--- src/rtl/sha256_pkg.sv ---
// Shared definitions for the SHA-256 message padder: FSM encoding, padding
// constants and a byte-lane insertion helper.
package sha256_pkg;

    typedef enum logic [2:0] {
        DATA   = 3'd0,
        PAD    = 3'd1,
        ZERO   = 3'd2,
        LEN_HI = 3'd3,
        LEN_LO = 3'd4
    } pad_state_t;

    localparam logic [7:0]       PAD_BYTE      = 8'h80;
    localparam int               WORDS_PER_BLK = 16;
    localparam int               IDX_W         = $clog2(WORDS_PER_BLK);
    localparam logic [IDX_W-1:0] LEN_HI_IDX    = IDX_W'(14);
    // Last index at which zero fill may still be emitted before the length
    localparam logic [IDX_W-1:0] ZERO_END_IDX  = LEN_HI_IDX - IDX_W'(1);
    localparam logic [IDX_W-1:0] LAST_IDX      = IDX_W'(WORDS_PER_BLK - 1);

    // Write byte b into big-endian lane 'lane' of word w (lane 0 = bits 31:24)
    function automatic logic [31:0] put_byte(input logic [31:0] w,
                                             input logic [1:0]  lane,
                                             input logic [7:0]  b);
        logic [31:0] r;
        r = w;
        case (lane)
            2'd0:    r[31:24] = b;
            2'd1:    r[23:16] = b;
            2'd2:    r[15:8]  = b;
            default: r[7:0]   = b;
        endcase
        return r;
    endfunction

endpackage

--- src/rtl/sha256_padder.sv ---
// SHA-256 message padder. Packs an incoming byte stream into big-endian
// 32-bit words, appends the 0x80 marker, zero fill and the 64-bit message
// bit length, and hands 16-word blocks to a downstream hash core over a
// valid/ready interface with a one-deep registered output.
module sha256_padder
    import sha256_pkg::*;
#(
    parameter int LEN_W = 64
) (
    input  logic             wb_clk_i,
    input  logic             wb_rst_i,
    input  logic             in_valid,
    output logic             in_ready,
    input  logic [7:0]       in_data,
    input  logic             in_last,
    output logic             out_valid,
    input  logic             out_ready,
    output logic [31:0]      out_data,
    output logic [IDX_W-1:0] out_idx,
    output logic             out_blk_last,
    output logic             out_msg_last,
    output logic             busy
);

    pad_state_t       r_state;
    logic [31:0]      r_word;      // partially packed word, unused lanes zero
    logic [1:0]       r_lane;      // next byte lane to fill
    logic [IDX_W-1:0] r_idx;       // index the next emitted word will carry
    logic [LEN_W-1:0] r_cnt;       // accepted byte count for this message
    logic             r_rst_done;  // low until the first edge after reset

    logic             w_out_free;
    logic             w_accept;
    logic [31:0]      w_word_in;
    logic [31:0]      w_word_pad;
    logic [LEN_W-1:0] w_len;
    pad_state_t       w_fill_state;
    logic             w_emit;
    logic [31:0]      w_emit_data;
    logic             w_emit_msg_last;

    // The output register can take a new word when empty or being drained
    assign w_out_free = !out_valid || out_ready;
    assign in_ready   = r_rst_done && (r_state == DATA) && w_out_free;
    assign w_accept   = in_valid && in_ready;

    // Current word with the incoming byte placed in its lane
    assign w_word_in  = put_byte(r_word, r_lane, in_data);
    // Final partial word: marker goes in the lane after the last byte; a
    // full final word carries no marker (it follows as a separate word)
    assign w_word_pad = (r_lane == 2'd3) ? w_word_in
                                         : put_byte(w_word_in, r_lane + 2'd1, PAD_BYTE);

    // Bit length is the byte count times eight, wrapping modulo 2^LEN_W
    assign w_len = {r_cnt[LEN_W-4:0], 3'b000};

    // After emitting the word at r_idx, the length goes out once index 14
    // is next; otherwise zero fill continues (possibly into a new block)
    assign w_fill_state = (r_idx == ZERO_END_IDX) ? LEN_HI : ZERO;

    // Choose the word, if any, that is loaded into the output register
    always_comb begin
        w_emit          = 1'b0;
        w_emit_data     = '0;
        w_emit_msg_last = 1'b0;
        case (r_state)
            DATA: begin
                if (w_accept && in_last) begin
                    w_emit      = 1'b1;
                    w_emit_data = w_word_pad;
                end else if (w_accept && (r_lane == 2'd3)) begin
                    w_emit      = 1'b1;
                    w_emit_data = w_word_in;
                end
            end
            PAD: begin
                w_emit      = w_out_free;
                w_emit_data = {PAD_BYTE, 24'h000000};
            end
            ZERO: begin
                w_emit      = w_out_free;
                w_emit_data = '0;
            end
            LEN_HI: begin
                w_emit      = w_out_free;
                w_emit_data = w_len[63:32];
            end
            LEN_LO: begin
                w_emit          = w_out_free;
                w_emit_data     = w_len[31:0];
                w_emit_msg_last = 1'b1;
            end
            default: begin
                w_emit = 1'b0;
            end
        endcase
    end

    // Padding FSM with inline byte packer, byte counter and output register
    always_ff @(posedge wb_clk_i or posedge wb_rst_i) begin
        if (wb_rst_i) begin
            r_state      <= DATA;
            r_word       <= '0;
            r_lane       <= '0;
            r_idx        <= '0;
            r_cnt        <= '0;
            r_rst_done   <= 1'b0;
            out_valid    <= 1'b0;
            out_data     <= '0;
            out_idx      <= '0;
            out_blk_last <= 1'b0;
            out_msg_last <= 1'b0;
            busy         <= 1'b0;
        end else begin
            r_rst_done <= 1'b1;

            // Byte packing and counting
            if (w_accept) begin
                r_cnt <= r_cnt + LEN_W'(1);
                if (in_last || (r_lane == 2'd3)) begin
                    r_word <= '0;
                    r_lane <= '0;
                end else begin
                    r_word <= w_word_in;
                    r_lane <= r_lane + 2'd1;
                end
            end

            // State transitions
            case (r_state)
                DATA: begin
                    if (w_accept && in_last)
                        r_state <= (r_lane == 2'd3) ? PAD : w_fill_state;
                end
                PAD, ZERO: begin
                    if (w_out_free)
                        r_state <= w_fill_state;
                end
                LEN_HI: begin
                    if (w_out_free)
                        r_state <= LEN_LO;
                end
                LEN_LO: begin
                    if (w_out_free) begin
                        r_state <= DATA;
                        r_cnt   <= '0;
                    end
                end
                default: r_state <= DATA;
            endcase

            // Output register: retire on handshake, reload on emit
            if (out_valid && out_ready)
                out_valid <= 1'b0;
            if (w_emit) begin
                out_valid    <= 1'b1;
                out_data     <= w_emit_data;
                out_idx      <= r_idx;
                out_blk_last <= (r_idx == LAST_IDX);
                out_msg_last <= w_emit_msg_last;
                r_idx        <= r_idx + IDX_W'(1);
            end

            // Busy spans first accepted byte to acceptance of the last word
            if (w_accept)
                busy <= 1'b1;
            else if (out_valid && out_ready && out_msg_last)
                busy <= 1'b0;
        end
    end

endmodule

--- config.mk ---
export PLATFORM = sky130hd
export DESIGN_NAME = sha256_padder
export DESIGN_NICKNAME = d
export VERILOG_FILES = /design/src/rtl/sha256_pkg.sv /design/src/rtl/sha256_padder.sv
export SDC_FILE = /design/constraint.sdc
export NUM_CORES = 1
export LEC_CHECK = 0
export ABC_CLOCK_PERIOD_IN_PS = 10800
export CAP_MARGIN = 20
export CORE_ASPECT_RATIO = 1.75
export CORE_MARGIN = 2
export CORE_UTILIZATION = 45
export DETAILED_ROUTE_END_ITERATION = 8
export SYNTH_ARGS = -nofsm -noshare
export SYNTH_HDL_FRONTEND = slang
export SYNTH_SLANG_ARGS = --single-unit
--- constraint.sdc ---
create_clock -name wb_clk_i -period 10.8 [get_ports wb_clk_i]
set_input_delay 2.16 -clock wb_clk_i [delete_from_list [all_inputs] [get_ports wb_clk_i]]
set_output_delay 2.16 -clock wb_clk_i [all_outputs]
set_load 0.1 [all_outputs]
==> results of run 1 <==
==> synthesized netlist by cell type (2+ instances only) <==
cell | number | share of area
buf_2 | 3 | 0.0021
nor3_1 | 16 | 0.011
and4_1 | 7 | 0.0084
or2_2 | 3 | 0.0026
nor4_1 | 9 | 0.0077
nand2b_1 | 5 | 0.0043
and2_1 | 12 | 0.010
nand2_1 | 85 | 0.044
mux2i_1 | 21 | 0.029
nand4_1 | 23 | 0.020
o31ai_1 | 26 | 0.027
or4_1 | 21 | 0.022
mux2_2 | 11 | 0.017
a21oi_1 | 45 | 0.031
xor2_1 | 8 | 0.0096
a22o_1 | 16 | 0.019
inv_1 | 14 | 0.0072
ha_1 | 8 | 0.014
dfrtp_1 | 143 | 0.49
nand3_1 | 29 | 0.020
and3_1 | 9 | 0.0077
nor2_1 | 43 | 0.022
o21ai_1 | 4 | 0.0027
a221oi_1 | 7 | 0.0084
o21ai_0 | 47 | 0.032
a22oi_1 | 16 | 0.016
o221ai_1 | 15 | 0.018
a221o_1 | 2 | 0.0027
or3_1 | 21 | 0.018
a31oi_1 | 2 | 0.0017
nor2b_1 | 6 | 0.0052
clkbuf_1 | 45 | 0.023
a222oi_1 | 8 | 0.011
xnor2_1 | 16 | 0.019
==> registers in the layout, indices dropped and copies added, names as in the netlist <==
signal        flops
out_data         32
r_idx             4
r_rst_done        1
r_state           3
out_msg_last      1
r_word           32
out_valid         1
out_blk_last      1
r_cnt            61
r_lane            2
busy              1
out_idx           4
==> how the worst max path moves through the flow <==
stage	to	slack [ps]	cells past startpoint	start
2_1_floorplan	busy	4800	1	wb_rst_i
3_3_place_gp	in_ready	3840	5	out_ready
3_5_place_dp	in_ready	3820	5	out_ready
4_1_cts	in_ready	3810	5	out_ready
5_1_grt	in_ready	3700	5	out_ready
6_report	in_ready	3820	5	out_ready
==> kinds of logic (layout without fill, tap and decap cells) <==
group | count (synthesis) | in the layout | share of synthesized area
adders and majority gates | 8 | 8 | 0.0137
xor gates and xnor gates | 24 | 24 | 0.0289
DFF | 143 | 143 | 0.491
other | 1 | 1 | 0.000515
AOI/OAI and AO/OA | 192 | 192 | 0.176
buffers and inverters | 63 | 105 | 0.0330
muxes | 32 | 32 | 0.0459
and+or+nand+nor | 294 | 294 | 0.210
==> per-stage QoR <==
stage | instances | hold slack [ps]
3_3_place_gp | 956 | 459
5_1_grt | 988 | 503
2_1_floorplan | 757 | 448
4_1_cts | 987 | 479
3_5_place_dp | 956 | 466
6_report | 988 | 476
==> placed cells by master, fill, tap and decap left out, types with 8 or more instances in the layout <==
cell / netlist / routed
dfrtp_1: 143 / 143
nand2_1: 85 / 85
clkdlybuf4s50_1: 0 / 53
o21ai_0: 47 / 47
a21oi_1: 45 / 45
nor2_1: 43 / 42
nand3_1: 29 / 29
o31ai_1: 26 / 26
nand4_1: 23 / 23
mux2i_1: 21 / 21
or3_1: 21 / 21
or4_1: 21 / 21
clkbuf_16: 0 / 17
nor3_1: 16 / 16
a22o_1: 16 / 16
a22oi_1: 16 / 16
xnor2_1: 16 / 16
o221ai_1: 15 / 15
inv_1: 14 / 13
and2_1: 12 / 11
mux2_2: 11 / 11
and3_1: 9 / 9
nor4_1: 9 / 9
a222oi_1: 8 / 8
xor2_1: 8 / 8
ha_1: 8 / 8
==> critical path, delay by kind of cell <==
| family | cells | cell delay [ps] |
|---|---|---|
| simple gates | 2 | 730 |
| buf+inv | 3 | 1930 |
==> layout make-up <==
type                       instances  area [um2]
tap                              189         236
timing repair buffer              60         603
multi-input combinational        551        3480
inverter                          14        57.6
sequential                       143        3580
clock buffer                      20         447
clock inverter                    11         180
fill                            1443        7300
==> layer usage <==
| layer | global-route usage | vias up | wire [um] | share of wire |
|---|---|---|---|---|
| met1 | 0.308 | 3114 | 8510 | 0.40 |
| li1 | - | 2873 | - | - |
| met4 | 0.114 | 0 | 672 | 0.032 |
| met5 | 0 | - | 0 | 0 |
| met3 | 0.0432 | 37 | 833 | 0.039 |
| met2 | 0.442 | 177 | 11100 | 0.53 |
==> where the power goes <==
group / total [mW] / internal (mW) / switching (mW)
clock: 0.628 / 0.395 / 0.233
combinational: 0.499 / 0.153 / 0.346
sequential: 0.669 / 0.602 / 0.0668
==> results.toml, run 1 <==
[outcome]
outcome = "finished, final reports clean"

[floorplanning]
rows = 61
core_um2 = 15900
die_h_um = 172
die_area_um2 = 17300
fp.dieW_um = 100
num_io_pins = 54
start_util = 0.459

[synthesis]
yosysWarnings = 0
yosys_most_used_dff = "dfrtp_1"
async_reset_ff_frac = 1.00
syn_nets = 778
synth_cells = 757
avgSynthCellArea_um2 = 9.62
synth_edf_count = 0
synth_area_um2 = 7280
ys_seq_area_frac = 0.491
ys_seq_elements = 143
synth_cell_types = 45

[global_route]
grt_max_degree = 84
first_global_vias = 6148
grt_usage = 0.255
grt_overflow = 0
antenna_found_initial = 0
grt_pass1_wl_mm = 33.6

[clocking]
cts_max_path_buffers = 2
htreeDepth = 4
cts_buffers = 17
post_cts_buffers = 0
cts_root_buf = "clkbuf_16"
cts_tree = "done"
clk_pin_slew_ps = 60
cts_resized = 0
cts_num_sinks = 143
cts_hold_buf = 0
clk-insertion-delay-late_ps = 420

[placement]
place.gp.congestion = 0.927
placed_area_um2 = 7920
place_hpwl_mm = 14.9
dp_slack_ps = 3820
portBuffers = 53

[cells_and_area]
area.growth.synth_to_final_pct = 17.8
final_area_um2 = 8580
drive_gt1_frac = 0.0713
post-route-util = 0.540
diodes = 0
nNetsFinal = 808

[pwr]
p_leak_nw = 3.45
power_density_nw_per_um2 = 209
report.power.total_mw = 1.80
peakVddDrop_mv = 0.127

[detailed_routing]
ant_nets = 0
first_pass_iters = 5
via_per_inst = 6.28
drtIter0Drc = 534
route.detailed.drc = 0
routed_wl_mm = 21.1
avgRoutedWirePerCell_um = 21.4
vias = 6201

[timing]
totalNegativeSetupSlack_ps = 0
setup_ws_ps = 3820
period_share = 0.646
layout_min_cycle_time_ps = 6980
fmax_mhz = 143
tightest_slew_ps = 976
rsz0062_at_grt = "no"
finalSetupViolations = 0
drv_slew = 0
hold_viol = 0
max_slew_margin = 0.347
fin_worst_skew_ps = 10.9

[min_path]
hold_path_startpoint = "r_word[27]"
hp-class = "flip-flop to flip-flop"
min_to = "r_word[27]"
hold_depth = 2

[flow_run]
drv_cap = 0

[critical_path]
worst_setup_path_end_kind = "output pin"
startpoint_type = "primary input"
cp_max_fo = 9
worstPathRequired_ps = 8640
r2r_start = "r_lane[0]"
r2r_setup_slack_ps = 7330
crit_top_cell = "clkdlybuf4s50_1"
cp_cell_sequence = "clkdlybuf4s50_1 > nand2b_1 > nand3_1 > inv_1 > clkdlybuf4s50_1"
slowest_stage = "clkdlybuf4s50_1"
max_stage_delay_ps = 1170
r2r-end = "out_idx[3]"
cp.arrival_ps = 4820
reg2regPathDepth = 6
critical_path_class = "primary input to output pin"
Note: power is estimated with default switching activity, not from simulation.
==> run 2, diff against run 1 <==
ABC_CLOCK_PERIOD_IN_PS = 6500   (was 10800)
clock period = 6.5 ns   (was 10.8 ns; I/O delays follow)
==> results.toml, run 2 (synthesis gave the netlist of run 1 again) <==
[timing]
hold_viol = 0
whs_ps = 474
drv_slew = 0
fin_worst_skew_ps = 11.3
period_share = 0.690
totalNegativeSetupSlack_ps = 0
rsz0062_at_grt = "no"
tightest_slew_ps = 992
finalSetupViolations = 0
layout_min_cycle_time_ps = 4480
max_slew_margin = 0.337
fmax_mhz = 223

[cells_and_area]
nNetsFinal = 808
layout_commonest_cell = "dfrtp_1"
drive_gt1_frac = 0.0739
final_cells = 987
area.growth.synth_to_final_pct = 17.1
largest_reg_flops = 61
top_register = "r_cnt"
layout_common_cells = "143 x dfrtp_1, 85 x nand2_1, 52 x clkdlybuf4s50_1"
top_regs = "r_cnt: 61 flops, out_data: 32 flops, r_word: 32 flops"
final_area_um2 = 8530
diodes = 0
n_fill_cell = 1462
register_area_um2 = 3580
multi_input_area_um2 = 3480

[floorplanning]
rows = 61
die_h_um = 172
fp.dieW_um = 100
core_um2 = 15900
num_io_pins = 54
start_util = 0.459
die_area_um2 = 17300

[pwr]
pwr-share-seq = 0.377
power_density_nw_per_um2 = 345
swShare = 0.367
peakVddDrop_mv = 0.204
internal_power_mw = 1.86
comb_power_share = 0.284
p_sw_mw = 1.08
clkPwrFrac = 0.338
p_leak_nw = 3.43

[clocking]
post_cts_buffers = 0
cts_root_buf = "clkbuf_16"
clk-insertion-delay-late_ps = 430
cts_max_path_buffers = 2
clk_pin_slew_ps = 60
cts_resized = 0
cts_buffers = 17
cts_tree = "done"
htreeDepth = 4
cts_hold_buf = 0
cts_num_sinks = 143

[critical_path]
critical_path_class = "primary input to output pin"
cp_max_fo = 9
worstPathRequired_ps = 5200
worst_setup_path_end_kind = "output pin"
cp.arrival_ps = 3180
startpoint_type = "primary input"

[global_route]
grt_pass1_wl_mm = 33.4
grt_usage = 0.252
grt_overflow = 0
grt_max_degree = 87
antenna_found_initial = 0
first_global_vias = 6004

[detailed_routing]
vias = 6248
avgRoutedWirePerCell_um = 21.4
routed_wl_mm = 21.2
drtIter0Drc = 537
route.detailed.drc = 0
ant_nets = 0
first_pass_iters = 8
via_per_inst = 6.33

[flow_run]
drv_cap = 0

[placement]
portBuffers = 53
place.gp.congestion = 0.927
place_hpwl_mm = 15.0
placed_area_um2 = 7920
dpl.cell_count = 956

[min_path]
hp-class = "flip-flop to flip-flop"

[outcome]
outcome = "finished, final reports clean"
run 2: path summary, 6_finish.rpt:
check                      startpoint         end  slack [ps]  cells after the start
max                         out_ready    in_ready        2020                      5
min                              busy        busy         470                      2
max reg2reg                r_state[0]   r_cnt[42]        3350                      5
min reg2reg                      busy        busy         470                      2
max in group asynchronous    wb_rst_i   r_cnt[23]        3870                      3
min in group asynchronous    wb_rst_i  r_word[11]        1380                      2
run 2: area by class of cell:
class                   instances  area share
multi-input cells             551       0.408
clock inverters                13      0.0194
clock buffers                  17      0.0499
flip-flops and latches        143       0.420
well taps                     189      0.0277
inverters                      14     0.00675
repair buffers                 60      0.0690
run 2: critical path, cell delays in order:
cell	delay [ps]
clkdlybuf4s50_1	500
nand2b_1	430
nand3_1	360
inv_1	260
buf_4	330
run 2: power by group through the flow:
stage / clock (mW) / sequential [mW] / combinational (mW)
finish: 0.996 / 1.11 / 0.838
global route: 1.04 / 1.12 / 0.908
global placement: 0 / 1.12 / 0.815
floorplan: 0 / 1.27 / 0.453
detailed placement: 0 / 1.12 / 0.832
CTS: 1.01 / 1.11 / 0.833
run 2: stage by stage:
| step | power (mW) | utilization | worst slack (ps) |
|---|---|---|---|
| finish | 2.94 | 0.537 | 2020 |
| global route | 3.07 | 0.537 | 1950 |
| CTS | 2.95 | 0.536 | 2070 |
| detailed placement | 1.96 | 0.499 | 2070 |
| global placement | 1.93 | 0.499 | 2100 |
| floorplan | 1.72 | - | 1360 |
run 2: layer usage:
metal  part of all wire  global-route usage
met3              0.042              0.0408
met4              0.037               0.105
met2               0.52               0.438
met5                  0                   0
met1               0.40               0.308
==> run 3, diff against run 2 <==
ABC_CLOCK_PERIOD_IN_PS = 4300   (was 6500)
clock period = 4.3 ns   (was 6.5 ns; I/O delays follow)
==> results.toml, run 3 (synthesis gave the netlist of run 1 again) <==
[critical_path]
cp.arrival_ps = 2390
reg2regPathDepth = 5
r2r_start = "r_cnt[12]"
critPathLaunch = "out_ready"
critical_path_class = "primary input to output pin"
worstPathRequired_ps = 3440
cp_max_fo = 6
worst_setup_path_end_kind = "output pin"
startpoint_type = "primary input"

[floorplanning]
rows = 61
num_io_pins = 54
die_area_um2 = 17300
core_um2 = 15900
fp.dieW_um = 100
die_h_um = 172
start_util = 0.459

[timing]
rsz0062_at_grt = "no"
period_share = 0.755
max_slew_margin = 0.347
hold_viol = 0
layout_min_cycle_time_ps = 3250
finalSetupViolations = 0
totalNegativeSetupSlack_ps = 0
drv_slew = 0
fin_worst_skew_ps = 10.9
tightest_slew_ps = 977
fmax_mhz = 308

[pwr]
report.power.total_mw = 4.54
p_leak_nw = 3.48
swShare = 0.360
pwr-share-seq = 0.370
peakVddDrop_mv = 0.253
p_sw_mw = 1.64
internal_power_mw = 2.90
clkPwrFrac = 0.348
comb_power_share = 0.282
power_density_nw_per_um2 = 525

[placement]
place_hpwl_mm = 15.4
dpl.cell_count = 964
portBuffers = 53
placed_area_um2 = 8020
place.gp.congestion = 0.866

[cells_and_area]
nNetsFinal = 815
diodes = 0
area.growth.synth_to_final_pct = 18.7
layout_common_cells = "143 x dfrtp_1, 85 x nand2_1, 52 x clkdlybuf4s50_1"
top_regs = "r_cnt: 61 flops, out_data: 32 flops, r_word: 32 flops"
n_fill_cell = 1412
largest_reg_flops = 61
drive_gt1_frac = 0.0819
layout_commonest_cell = "dfrtp_1"
final_cells = 995
final_area_um2 = 8650
top_register = "r_cnt"

[detailed_routing]
routed_wl_mm = 21.2
via_per_inst = 6.28
ant_nets = 0
avgRoutedWirePerCell_um = 21.4
route.detailed.drc = 0
vias = 6248
drtIter0Drc = 429
first_pass_iters = 6

[global_route]
grt_usage = 0.258
antenna_found_initial = 0
grt_overflow = 0
first_global_vias = 6213
grt_max_degree = 63
grt_pass1_wl_mm = 34.4

[clocking]
cts_resized = 0
htreeDepth = 4
clk-insertion-delay-late_ps = 420
cts_hold_buf = 0
cts_num_sinks = 143
cts_tree = "done"
cts_root_buf = "clkbuf_16"
cts_buffers = 17
clk_pin_slew_ps = 60
cts_max_path_buffers = 2
post_cts_buffers = 0

[min_path]
hold_path_startpoint = "r_word[30]"
hp-class = "flip-flop to flip-flop"
hold_depth = 2

[outcome]
outcome = "finished, final reports clean"

[flow_run]
drv_cap = 0
-- run 3: critical path, stage by stage --
cell and delay (ps):
clkdlybuf4s50_1 500, nand2b_1 250, nand3_1 280, inv_1 270, buf_12 210
-- run 3: final timing paths --
kind                       slack [ps]          to
min                               480  r_word[30]
min in group asynchronous         900  r_word[19]
min reg2reg                       480  r_word[30]
max reg2reg                      1380   r_cnt[40]
max in group asynchronous        2340  r_state[0]
max                              1050    in_ready
-- run 3: metrics by stage --
step	setup slack, ps	hold slack, ps	util
CTS	1050	478	0.545
global route	1000	501	0.545
global placement	887	459	0.505
floorplan	1050	448	-
finish	1050	477	0.545
detailed placement	846	465	0.505
-- run 3: layout make-up --
class	count	area [um2]	share of cell area
sequential	143	3580	0.414
clock buffer	19	443	0.0512
multi-input combinational	551	3480	0.402
clock inverter	12	185	0.0214
inverter	14	56.3	0.00651
tap	189	236	0.0274
timing repair buffer	67	671	0.0776
-- run 3: layer usage --
layer,GRT usage,vias up,share of wire
li1,-,2884,-
met1,0.313,3151,0.40
met2,0.473,186,0.54
met3,0.0388,27,0.042
met4,0.0703,0,0.017
met5,0,-,0
-- run 3: power by group through the flow --
stage / clock (mW) / combinational, mW / sequential [mW]
4_1_cts: 1.59 / 1.29 / 1.68
3_5_place_dp: 0 / 1.28 / 1.70
2_1_floorplan: 0 / 0.686 / 1.92
3_3_place_gp: 0 / 1.26 / 1.69
5_1_grt: 1.66 / 1.38 / 1.70
6_report: 1.58 / 1.28 / 1.68
